### src/rtl/fetch_control.sv
// Fetch/issue sequencer for a simple in-order core.
// Walks IDLE -> FETCH -> ISSUE, waits in ISSUE for execute to finish,
// then advances or redirects the instruction pointer, or stops in HALTED.
// Retired instructions are counted, including the one that halts.
// Every output comes straight from a flop, so no input reaches an output
// without passing through a clock edge.

module fetch_control #(
    parameter int                   WORD_SIZE    = 16,
    parameter logic [WORD_SIZE-1:0] RESET_VECTOR = '0
) (
    input  logic                 clk,
    input  logic                 reset_n,
    output logic [WORD_SIZE-1:0] pointer,
    output logic                 fetch_enable,
    output logic                 instr_valid,
    input  logic                 exec_done,
    input  logic                 branch_taken,
    input  logic [WORD_SIZE-1:0] branch_target,
    input  logic                 halt,
    output logic                 halted,
    output logic [WORD_SIZE-1:0] retired_count
);

    typedef enum logic [1:0] {
        IDLE   = 2'd0,
        FETCH  = 2'd1,
        ISSUE  = 2'd2,
        HALTED = 2'd3
    } state_t;

    state_t state;

    // Sequencer: state, pointer, retired counter and the three status
    // outputs all update together so the flags always match the state.
    // NOTE: all state here is assigned with <= so every flop samples the
    // values from before the edge; mixing in = would create ordering races.
    always_ff @(posedge clk) begin
        if (!reset_n) begin
            state         <= IDLE;
            pointer       <= RESET_VECTOR;
            retired_count <= '0;
            fetch_enable  <= 1'b0;
            instr_valid   <= 1'b0;
            halted        <= 1'b0;
        end else begin
            case (state)
                IDLE: begin
                    state        <= FETCH;
                    fetch_enable <= 1'b1;
                    instr_valid  <= 1'b0;
                    halted       <= 1'b0;
                end

                FETCH: begin
                    state        <= ISSUE;
                    fetch_enable <= 1'b0;
                    instr_valid  <= 1'b1;
                    halted       <= 1'b0;
                end

                ISSUE: begin
                    // Without exec_done everything holds and the branch/halt
                    // inputs are not looked at.
                    if (exec_done) begin
                        retired_count <= retired_count + WORD_SIZE'(1);
                        instr_valid   <= 1'b0;
                        if (halt) begin
                            // Halt wins over a simultaneous branch; the
                            // pointer stays on the halting instruction.
                            state        <= HALTED;
                            fetch_enable <= 1'b0;
                            halted       <= 1'b1;
                        end else begin
                            state        <= FETCH;
                            fetch_enable <= 1'b1;
                            pointer      <= branch_taken ? branch_target
                                                         : pointer + WORD_SIZE'(1);
                        end
                    end
                end

                HALTED: begin
                    // Parked until reset; inputs have no effect.
                    fetch_enable <= 1'b0;
                    instr_valid  <= 1'b0;
                    halted       <= 1'b1;
                end

                default: begin
                    state        <= IDLE;
                    fetch_enable <= 1'b0;
                    instr_valid  <= 1'b0;
                    halted       <= 1'b0;
                end
            endcase
        end
    end

endmodule

### config.mk
export PLATFORM = sky130hd
export DESIGN_NAME = fetch_control
export DESIGN_NICKNAME = d
export VERILOG_FILES = /design/src/rtl/fetch_control.sv
export SDC_FILE = /design/constraint.sdc
export NUM_CORES = 1
export LEC_CHECK = 0
export ABC_AREA = 1
export BUFFER_PORTS_ARGS = -buffer_cell sky130_fd_sc_hd__buf_2
export CORE_AREA = 4 4 82 84
export CTS_CLUSTER_DIAMETER = 120
export DETAILED_ROUTE_END_ITERATION = 6
export DIE_AREA = 0 0 86 88
export SYNTH_ARGS = -nofsm -noshare
export SYNTH_HDL_FRONTEND = slang
export SYNTH_SLANG_ARGS = --single-unit
### constraint.sdc
create_clock -name clk -period 3.1 [get_ports clk]
set_clock_uncertainty 0.1 [all_clocks]
set_input_delay 0.31 -clock clk [delete_from_list [all_inputs] [get_ports clk]]
set_output_delay 0.31 -clock clk [all_outputs]
set_load 0.05 [all_outputs]
==> results list <==
* Total half-perimeter wirelength after legalization and detailed placement: 4013 um
* Max stage delay cell, worst path: sky130_fd_sc_hd__dfxtp_1
- Of the post-synthesis cell area, the dominant cell type holds 35.47%.
- Combinational logic burns approximately 16% of the power.
* Internal power contribution: between 700 and 800 uW
* Number of top-level design ports: 56
- Post-Route Setup TNS: 0 ps
* Horiz. Die Dim: ~86 um
- Static timing analysis puts the maximum clock frequency at between 500 and 600 MHz.
- After detailed placement, the design holds a cell count of 441.
- The routed design could run at a clock period as short as 1832 ps.
- After Yosys synthesis, and, or, nand and nor cells account for around a third of the synthesized area.
- Most used DFF post-synth: sky130_fd_sc_hd__dfxtp_1
* Total vias in the final route: between 2000 and 2500
- From bottom edge to top edge, the die measures ~90 um.
* Power per standard cell area: just over 400 nW/um2
- Global routing consumed, on the met1 layer, a little under a fifth of the routing resources.
- The tightest min-delay check is of the input pin to register type.
* Sequential group share of total power: 49.5%
* Worst r2r path cells: 8
- Dominant cells by area after synthesis: sky130_fd_sc_hd__dfxtp_1, sky130_fd_sc_hd__nand2_1, sky130_fd_sc_hd__nor2_1
* Cell area after synthesis: roughly 2100 um2
* Synthesized area per cell: between 6 and 7 um2
- Crit. Startpoint: state[0]
- List of most frequent post-synthesis cells: sky130_fd_sc_hd__nand2_1, sky130_fd_sc_hd__nor2_1, sky130_fd_sc_hd__dfxtp_1
- Multiplexer cells account for 0% of the synthesized area.
- Post-route insts no fill: about 450
- Number of global-route vias before repair: between 2000 and 2500
- Hold-fix buffers at CTS: 0
- Final hold vios: 0
- Type of destination of the critical path: register
* Clock sink total: 37
- Max-Slew Margin vs Limit: a little over half
- Post-layout total power: slightly above 1 mW
* Critical path arrival: between 1500 and 2000 ps
* Register-to-register setup slack: between 1000 and 1500 ps
- Summed over all nets, the switching power comes to between 300 and 400 uW.
- Result of the run: finished clean
* Sequential share of the synthesized area: a little over a third
- Compared with the post-synthesis result, the final layout area differs by 19.95%.
- In the post-route analysis, the smallest setup slack over all paths is between 1000 and 1500 ps.
- Cell count of the worst hold path: 3
- For this run, design rule violations remaining after detail routing come to 0.
* Dominant combinational cell family by area after synthesis: simple AND/OR/NAND/NOR gates
- Initial antenna violation count: 0
- Average detailed-routed wire length per instance: 11.80 um
- Reg-to-reg critical path startpoint: state[0]
- Net total in the final layout: ~400
- Among all cell types in the netlist, the one instantiated most often is sky130_fd_sc_hd__nand2_1.
- The worst setup path is launched from a register.
- Total leakage power: 1.140 nW
- The signal on the critical path passes through inv_1, ha_1, nand2_4, nor2_4, inv_2, nor2_1, nand2_1, a21oi_1.
- Maximum number of pins on one net before global-route repair: 21
* Setup crit end: pointer[13]
- After filler insertion, the fill cell instance count of the layout stands at 642.
- Summed over all layers, the routed wires come to roughly 5300 um.
* Xor and xnor fraction of the mapped netlist area: 0.4194%
- After global routing the overflow that remains totals 0.
- Clock Tree Root: sky130_fd_sc_hd__clkbuf_8
- Switching share of power: between 30 and 40%
- The later pin in the worst-skew pair is clocked with a latency of slightly below 300 ps.
- Buffers added to address setup during post-CTS repair amount to 0.
* Net count after synthesis: 347
- Level count of the clock H-tree: 2
- For this run, the total global-route usage over all layers was measured as around 15%.
- Along the worst path, the maximum fanout reaches 19.
- Post-synthesis compound-gate area fraction: about 16%
- Unique masters post-synth: 35
* Warning count from the yosys run: 0
- Multi-input gate area: about 1200 um2
- CTS tree: built
* Clock buffers created by TritonCTS: 5
* Final Cycle Share: 59.09%
- WS Path Type: register to register
* Number of standard-cell rows in the floorplan: 28
- The tool flagged a number of max-cap violations equal to 0.
* Adder-cell share of the synthesized area: 4.194%
- The number of max-slew violations in the final report is 0.
* CTS-repair resized insts: 0
- Maximum resistive drop on vdd: between 0.2 and 0.25 mV
- Synthesis handed over a netlist of roughly 320 instances.
- M3 GR Usage: under 10%
* Proportion of layout cells with a drive suffix above 1: slightly below 20%
- The share of total power dissipated in the clock network is about a third.
* Proportion of register bits with asynchronous set or reset after synthesis: 0%
- RSZ-0062 raised after global routing: false
- Post-synthesis sequential element count: 37
- The die covers 7568 um2.
- Setup slack after placement: 1258 ps
* Peak-usage layer in the global routing report: met2
* Number of enable-type register cells in the synthesized netlist: 0
- Final weighted congestion of routability-driven global placement: 0.7985
- The count of nets left with antenna violations once routing finished came out at 0.
* Number of diodes: 0
* Data required time of the critical path: 3210 ps
* Number of buffers on the longest clock path: 2
- Once the floorplan was initialized, standard cells occupied 35.27% of the core.
* Total area of sequential cells: 740.7 um2
- Input and output buffers added on the ports amount to 55.
* Most area-hungry cell type in the Yosys netlist: sky130_fd_sc_hd__dfxtp_1
- TritonRoute pass-1 iters: 4
- Core Box Area: approximately 5900 um2
* Worst Max-Slew Pin Slew: 696.2 ps
- The largest single stage delay on the critical path is approximately 340 ps.
- Clock Pin Slew Worst Setup and Hold Paths: approximately 80 ps
- Setup violations remaining at the end of the flow were counted as 0.
- The first global-routing pass estimated between 9000 and 10000 um of wire.
- Dividing the detail-routed via count by the number of cells gives 4.770.
- Global-route met2 utilization: ~25%
- The endpoint identified for the worst register-to-register timing path is pointer[13].
- Iteration-0 DRC Markers: 84
## cell type report
class	instances	area share, %
multi-input cells	238	46.85
flip-flops and latches	37	29.57
repair buffers	55	10.99
inverters	36	5.395
well taps	75	3.746
clock buffers	7	3.447
## flip-flops by register name (all words and copies together), names as in the netlist
signal / flops
retired_count: 16
instr_valid: 1
fetch_enable: 1
state: 2
pointer: 16
halted: 1
## per-layer routing
layer,vias up,routed length [um]
met3,7,355
li1,1139,-
met4,0,79
met5,-,0
met2,57,2393
met1,934,2456
## worst max-delay path, delay by kind of cell, from the launching register on
| kind | cells | cell delay, ps |
|---|---|---|
| AND/OR/NAND/NOR | 4 | 640 |
| flip-flops | 1 | 340 |
| buffers and inverters | 2 | 290 |
| adder cells (fa/ha/maj) | 1 | 250 |
| AO/OA/AOI/OAI | 1 | 130 |
## worst min-delay path by stage
stage	slack [ps]	start	endpoint
6_report	200	branch_target[1]	pointer[1]
5_1_grt	230	branch_target[1]	pointer[1]
4_1_cts	190	branch_target[1]	pointer[1]
3_5_place_dp	380	retired_count[9]	retired_count[9]
3_3_place_gp	370	retired_count[9]	retired_count[9]
2_1_floorplan	350	reset_n	pointer[1]
## metrics by stage
stage | util [%] | cell area (um2) | hold slack [ps]
after detailed placement | 40.85 | 2419 | 377.5
after floorplan | - | 2088 | 348.3
after global routing | 42.31 | 2505 | 234.7
after global placement | 40.85 | 2419 | 366.5
after CTS | 42.31 | 2505 | 192.9
final | 42.31 | 2505 | 202.6
## power by group through the flow
stage / combinational (mW) / sequential, mW / clock [mW]
2_1_floorplan: 0.0788 / 0.565 / 0
3_5_place_dp: 0.170 / 0.522 / 0
5_1_grt: 0.189 / 0.514 / 0.380
4_1_cts: 0.170 / 0.511 / 0.366
3_3_place_gp: 0.168 / 0.522 / 0
6_report: 0.168 / 0.511 / 0.353
## kinds of logic after synthesis
group / count (synthesis)
AOI/OAI and AO/OA: 63
xor gates and xnor gates: 1
adders and majority gates: 7
buffers and inverters: 44
DFF: 37
and+or+nand+nor: 167
## cells in the final DEF, fill, tap and decap left out, drive strengths merged, types with 2 or more instances in the layout
cell    Yosys  layout
nand4       4       4
a21oi      28      28
inv        35      35
ha          7       7
o21ai      26      26
buf         5      55
dfxtp      37      37
nand3      17      17
nor3        4       4
clkbuf      3       7
nor2       58      58
nor3b       2       2
nand2      78      78
Power figures use the tool's default switching activity.
